===== src/rtl/mpsoc_msi_wb_pkg.sv =====
// mpsoc_msi_wb_pkg: shared Wishbone cycle-type constants, FSM states and burst address stepping
package mpsoc_msi_wb_pkg;

    localparam logic [2:0] CLASSIC = 3'b000;
    localparam logic [2:0] CONST   = 3'b001;
    localparam logic [2:0] INCR    = 3'b010;
    localparam logic [2:0] EOB     = 3'b111;

    localparam logic [1:0] LINEAR = 2'b00;
    localparam logic [1:0] WRAP4  = 2'b01;
    localparam logic [1:0] WRAP8  = 2'b10;
    localparam logic [1:0] WRAP16 = 2'b11;

    localparam int MAX_AW = 64;

    typedef enum logic [2:0] {IDLE, ACTIVE, GAP, BACKOFF, DONE} state_t;

    // Wrapping bursts only advance the beat-index bits; the mask spans N beats of DW/8 bytes.
    function automatic logic [MAX_AW-1:0] wb_next_adr(input logic [MAX_AW-1:0] adr,
                                                      input logic [2:0] cti,
                                                      input logic [1:0] bte,
                                                      input int unsigned dw);
        logic [MAX_AW-1:0] step, inc, mask;
        step = MAX_AW'(dw / 8);
        inc  = adr + step;
        mask = bte == WRAP4  ? (step << 2) - MAX_AW'(1) :
               bte == WRAP8  ? (step << 3) - MAX_AW'(1) :
               bte == WRAP16 ? (step << 4) - MAX_AW'(1) : '0;
        if (cti == CONST) return adr;
        return (cti == INCR && bte != LINEAR) ? ((adr & ~mask) | (inc & mask)) : inc;
    endfunction

endpackage


===== src/rtl/mpsoc_msi_wb_adr_gen.sv =====
// mpsoc_msi_wb_adr_gen: combinational next-address and per-beat CTI/BTE generation
module mpsoc_msi_wb_adr_gen
    import mpsoc_msi_wb_pkg::*;
#(
    parameter int AW = 32,
    parameter int DW = 32,
    parameter int LW = 6
) (
    input  logic [AW-1:0] adr,
    input  logic [2:0]    cti,
    input  logic [1:0]    bte,
    input  logic [LW-1:0] rem,
    output logic [AW-1:0] nxt_adr,
    output logic [2:0]    beat_cti,
    output logic [1:0]    beat_bte
);

    assign nxt_adr  = AW'(wb_next_adr(MAX_AW'(adr), cti, bte, DW));
    // rem is the number of beats still to go including the one being described
    assign beat_cti = cti == CLASSIC ? CLASSIC : rem == LW'(1) ? EOB : cti;
    assign beat_bte = cti == INCR ? bte : LINEAR;

endmodule


===== src/rtl/mpsoc_msi_wb_burst_master.sv =====
// mpsoc_msi_wb_burst_master: Wishbone B3 burst master with wait-state insertion and bounded retry
module mpsoc_msi_wb_burst_master
    import mpsoc_msi_wb_pkg::*;
#(
    parameter int AW            = 32,
    parameter int DW            = 32,
    parameter int MAX_BURST_LEN = 32,
    parameter int WAIT_STATES   = 0,
    parameter int MAX_RETRIES   = 3,
    localparam int LW           = $clog2(MAX_BURST_LEN) + 1
) (
    input  logic            wb_clk_i,
    input  logic            wb_rst_i,
    input  logic            cmd_valid_i,
    output logic            cmd_ready_o,
    input  logic [AW-1:0]   cmd_adr_i,
    input  logic            cmd_we_i,
    input  logic [DW/8-1:0] cmd_sel_i,
    input  logic [2:0]      cmd_cti_i,
    input  logic [1:0]      cmd_bte_i,
    input  logic [LW-1:0]   cmd_len_i,
    input  logic            wdat_valid_i,
    output logic            wdat_ready_o,
    input  logic [DW-1:0]   wdat_i,
    output logic            rdat_valid_o,
    output logic [DW-1:0]   rdat_o,
    output logic            done_o,
    output logic            err_o,
    output logic [AW-1:0]   wb_adr_o,
    output logic [DW-1:0]   wb_dat_o,
    output logic [DW/8-1:0] wb_sel_o,
    output logic            wb_we_o,
    output logic            wb_cyc_o,
    output logic            wb_stb_o,
    output logic [2:0]      wb_cti_o,
    output logic [1:0]      wb_bte_o,
    input  logic [DW-1:0]   wb_dat_i,
    input  logic            wb_ack_i,
    input  logic            wb_err_i,
    input  logic            wb_rty_i
);

    localparam int RW = $clog2(MAX_RETRIES + 1) + 1;

    state_t          state, state_n;
    logic            rdy_q, we_q, err_q;
    logic [AW-1:0]   adr_q;
    logic [DW/8-1:0] sel_q;
    logic [2:0]      cti_q, wb_cti_q;
    logic [1:0]      bte_q, wb_bte_q;
    logic [LW-1:0]   rem_q;
    logic [RW-1:0]   retries;
    logic [3:0]      gap_cnt;
    logic            idle, cyc, accept, last, err_hit, rty_hit, beat_ack, can_retry;
    logic [AW-1:0]   nxt_adr;
    logic [2:0]      beat_cti;
    logic [1:0]      beat_bte;

    // In IDLE the generator describes the first beat of the incoming command, otherwise the next beat.
    mpsoc_msi_wb_adr_gen #(.AW(AW), .DW(DW), .LW(LW)) u_adr_gen (
        .adr      (adr_q),
        .cti      (idle ? cmd_cti_i : cti_q),
        .bte      (idle ? cmd_bte_i : bte_q),
        .rem      (idle ? cmd_len_i : rem_q - LW'(1)),
        .nxt_adr  (nxt_adr),
        .beat_cti (beat_cti),
        .beat_bte (beat_bte)
    );

    assign idle         = state == IDLE;
    assign cyc          = state == ACTIVE || state == GAP;
    assign cmd_ready_o  = idle && rdy_q;
    assign accept       = cmd_ready_o && cmd_valid_i;
    assign last         = rem_q == LW'(1);
    assign can_retry    = retries < RW'(MAX_RETRIES);
    assign wb_stb_o     = state == ACTIVE && (!we_q || wdat_valid_i);
    assign err_hit      = wb_stb_o && wb_err_i;
    assign rty_hit      = wb_stb_o && wb_rty_i && !wb_err_i;
    assign beat_ack     = wb_stb_o && wb_ack_i && !wb_err_i && !wb_rty_i;
    assign wb_cyc_o     = cyc;
    assign wb_adr_o     = cyc ? adr_q : '0;
    assign wb_sel_o     = cyc ? sel_q : '0;
    assign wb_we_o      = cyc && we_q;
    assign wb_cti_o     = cyc ? wb_cti_q : '0;
    assign wb_bte_o     = cyc ? wb_bte_q : '0;
    assign wb_dat_o     = (state == ACTIVE && we_q) ? wdat_i : '0;
    assign wdat_ready_o = beat_ack && we_q;
    assign rdat_valid_o = beat_ack && !we_q;
    assign rdat_o       = rdat_valid_o ? wb_dat_i : '0;
    assign done_o       = state == DONE;
    assign err_o        = err_q;

    always_ff @(posedge wb_clk_i or posedge wb_rst_i) begin
        if (wb_rst_i) begin
            state <= IDLE;
            rdy_q <= 1'b0;
        end else begin
            state <= state_n;
            rdy_q <= 1'b1;
        end
    end

    always_comb begin
        state_n = state;
        case (state)
            IDLE:    state_n = accept ? ACTIVE : IDLE;
            ACTIVE:  state_n = err_hit  ? DONE :
                               rty_hit  ? (can_retry ? BACKOFF : DONE) :
                               beat_ack ? (last ? DONE : (WAIT_STATES > 0 ? GAP : ACTIVE)) : ACTIVE;
            GAP:     state_n = gap_cnt == '0 ? ACTIVE : GAP;
            BACKOFF: state_n = ACTIVE;
            DONE:    state_n = IDLE;
            default: state_n = IDLE;
        endcase
    end

    always_ff @(posedge wb_clk_i or posedge wb_rst_i) begin
        if (wb_rst_i) begin
            adr_q    <= '0;
            sel_q    <= '0;
            we_q     <= 1'b0;
            cti_q    <= '0;
            bte_q    <= '0;
            wb_cti_q <= '0;
            wb_bte_q <= '0;
            rem_q    <= '0;
            retries  <= '0;
            gap_cnt  <= '0;
            err_q    <= 1'b0;
        end else if (accept) begin
            adr_q    <= cmd_adr_i;
            sel_q    <= cmd_sel_i;
            we_q     <= cmd_we_i;
            cti_q    <= cmd_cti_i;
            bte_q    <= cmd_bte_i;
            wb_cti_q <= beat_cti;
            wb_bte_q <= beat_bte;
            rem_q    <= cmd_len_i;
            retries  <= '0;
            err_q    <= 1'b0;
        end else if (state == ACTIVE) begin
            if (err_hit || (rty_hit && !can_retry)) begin
                err_q <= 1'b1;
            end else if (rty_hit) begin
                retries <= retries + RW'(1);
            end else if (beat_ack) begin
                rem_q    <= rem_q - LW'(1);
                adr_q    <= nxt_adr;
                wb_cti_q <= beat_cti;
                gap_cnt  <= 4'(WAIT_STATES - 1);
            end
        end else if (state == GAP) begin
            gap_cnt <= gap_cnt - 4'd1;
        end
    end

endmodule


===== config.mk =====
export PLATFORM = sky130hd
export DESIGN_NAME = mpsoc_msi_wb_burst_master
export DESIGN_NICKNAME = d
export VERILOG_FILES = /design/src/rtl/mpsoc_msi_wb_pkg.sv /design/src/rtl/mpsoc_msi_wb_adr_gen.sv /design/src/rtl/mpsoc_msi_wb_burst_master.sv
export SDC_FILE = /design/constraint.sdc
export NUM_CORES = 1
export LEC_CHECK = 0
export CAP_MARGIN = 20
export CORE_MARGIN = 1
export CORE_UTILIZATION = 35
export CTS_CLUSTER_DIAMETER = 200
export DETAILED_ROUTE_END_ITERATION = 10
export PLACE_DENSITY = 0.73
export SLEW_MARGIN = 30
export SYNTH_ARGS = -nofsm -noshare
export SYNTH_HDL_FRONTEND = slang
export SYNTH_SLANG_ARGS = --single-unit

===== constraint.sdc =====
create_clock -name wb_clk_i -period 2.69 [get_ports wb_clk_i]
set_clock_uncertainty 0.15 [all_clocks]
set_input_delay 0.269 -clock wb_clk_i [delete_from_list [all_inputs] [get_ports wb_clk_i]]
set_output_delay 0.269 -clock wb_clk_i [all_outputs]
set_load 0.01 [all_outputs]

==> metrics.yaml <==
track_usage: 0.229
nFillCells: 1051
min_period_ns: 2.58
drt_iter0_markers: 294
post_cts_buffers: 0
mostFrequentLayoutCell: "clkdlybuf4s50_1"
slew_headroom: 0.537
firstDrtPassIters: 4
worst_slack_ns: 0.109
synth_seq_area_share: 0.376
peakVddDrop_mv: 0.464
cts_tree: "yes"
layout_common_cells: "clkdlybuf4s50_1 (226), and2_1 (103), nand2_1 (82), dfrtp_1 (65), nor2_1 (35)"
clockBufferDepth: 2
wl_per_cell_um: 16.0
via_per_inst: 5.06
num_io_pins: 232
vias: 4688
worstRegToRegCells: 7
hold_path_class: "primary input to async pin"
yosysUniqueCellTypes: 51
synthCells: 535
synth_edf_count: 0
clk_pin_slew_ns: 0.06
io_buffers: 231
antenna_found_initial: 2
drc: 0
hold_viol_final: 0
p_per_area_nw_per_um2: 924
critPathCaptureType: "output port"
fp.coreArea_um2: 12000
crit_type: "flop to output port"
setup_violations: 0
cts_root_buf: "clkbuf_16"
startpoint_type: "flop"
grt_pass1_vias: 4507
critPathMaxStageDelay_ns: 0.54
drv_cap: 0
htreeDepth: 3
hpwl_mm: 11.3
grt_start_max_net_pins: 45
worstMarginPinSlew_ns: 0.694
placed_area_um2: 6930
die_w_um: 113
antenna_left: 0
crit_slowest_cell: "clkdlybuf4s50_1"
drive_above_1_share: 0.0810
synthFlopType: "dfrtp_1"
finalSetupTns_ns: 0
worstSkewPairLatency_ns: 0.33
worstPathCellList: "and4bb_2 > nand3_2 > nor2_4 > buf_12 > and2_1 > clkdlybuf4s50_1"
async_flop_share: 1.00
final_nets: 897
rsz0062_at_grt: "no"
place.gp.congestion: 0.877
avgSynthCellArea_um2: 8.09
cts.sinks: 65
fp.dieH_um: 113
final-max-slew-violation-count: 0
hold_buffers: 0
regArea_um2: 1630
syn_to_final_growth_pct: 68.5
placed_cells: 909
grt_overflow: 0
status: "completed"
fin_crit_sh: 0.959
die_area_um2: 12800
start_util: 0.360
critPathMaxFanout: 33
grt_pass1_wl_mm: 23.0
stdcell_area_um2: 7290
stdcell_count: 927
mappedNetlistArea_um2: 4330
yosys_warnings: 0
max_freq_mhz: 387
ys_ff_latch: 65
p_leak_uw: 0.00305
placementRows: 40
wl_mm: 14.8
total_power_uw: 6740
cts_made_buffers: 9
cp.required_ns: 2.27
multiInputGateArea_um2: 2550
dp_slack_ns: 0.0884
worstPathArrival_ns: 2.16
syn_nets: 659
## critical path: cells and delay by family, from the launching register on
| family | cells | cell delay (ns) |
|---|---|---|
| buffers and inverters | 2 | 0.70 |
| DFF | 1 | 0.46 |
| and+or+nand+nor | 4 | 0.67 |
## path summary, 6_finish.rpt
path	start	endpoint	slack, ns
setup reg to reg	adr_q[7]	adr_q[30]	0.22
min in group wb_clk_i	cmd_sel_i[1]	sel_q[1]	0.32
max in group asynchronous	wb_rst_i	err_o	1.53
hold / removal	wb_rst_i	adr_q[30]	0.23
hold reg to reg	sel_q[2]	sel_q[2]	0.32
setup / recovery	state[0]	rdat_o[10]	0.11
## power by group
| part | internal [µW] | leakage [µW] | total [µW] | switching (µW) |
|---|---|---|---|---|
| sequential | 1400 | 0.000783 | 1870 | 467 |
| clock | 773 | 0.000148 | 1220 | 451 |
| combinational | 1920 | 0.00212 | 3650 | 1730 |
| total | 4100 | 0.00305 | 6740 | 2640 |
## metal layers
layer  up-vias  share of wire  global-route usage
met5         -              0                   0
met4         0         0.0099              0.0640
met3        14          0.064              0.0605
met2       157           0.48               0.373
met1      2231           0.44               0.299
li1       2286              -                   -
## state kept, by name, summed over array words and instances, names as in the netlist, named ones only
| signal | cells |
|---|---|
| we_q | 1 |
| rem_q | 6 |
| gap_cnt | 4 |
| adr_q | 30 |
| wb_bte_q | 2 |
| err_o | 1 |
| retries | 3 |
| sel_q | 4 |
| bte_q | 2 |
| rdy_q | 1 |
| wb_cti_q | 3 |
| state | 3 |
| cti_q | 3 |
## synth_stat cells (all sizes together) (7+ instances only)
library cell,count,share of area
o21ai,31,0.036
dfrtp,65,0.38
and2,103,0.15
a21oi,26,0.030
xnor2,18,0.036
nor4,8,0.012
nor2,38,0.033
buf,7,0.011
clkbuf,21,0.018
nand3,23,0.032
inv,14,0.012
and3,9,0.013
xor2,11,0.022
nand2,82,0.071
nor3,18,0.021
## cell families (layout without fill, tap and decap cells)
group,count (synthesis),count (layout),share of synthesized area
and+or+nand+nor,307,307,0.377
xor gates and xnor gates,29,29,0.0587
muxes,4,4,0.00925
DFF,65,65,0.376
adders and majority gates,5,5,0.0145
buffers and inverters,42,285,0.0413
AOI/OAI and AO/OA,82,82,0.123
other,1,3,0.000866
## per-stage QoR
stage / hold WS (ns) / utilization
after floorplan: 0.224 / -
after global placement: 0.300 / 0.577
after detailed placement: 0.315 / 0.577
after CTS: 0.246 / 0.604
after global routing: 0.303 / 0.607
final: 0.226 / 0.607
## area by class of cell
cell class | instances | share of cell area
timing repair buffer | 255 | 0.350
clock buffer | 11 | 0.0347
antenna | 2 | 0.000686
inverter | 14 | 0.00721
sequential | 65 | 0.223
clock inverter | 5 | 0.00858
multi-input combinational | 428 | 0.350
tap | 147 | 0.0252
## repair_timing
action                     CTS  global route
resized for setup            3            10
hold endpoints to repair     0             0
setup endpoints to repair   82            65
Power figures use the tool's default switching activity.
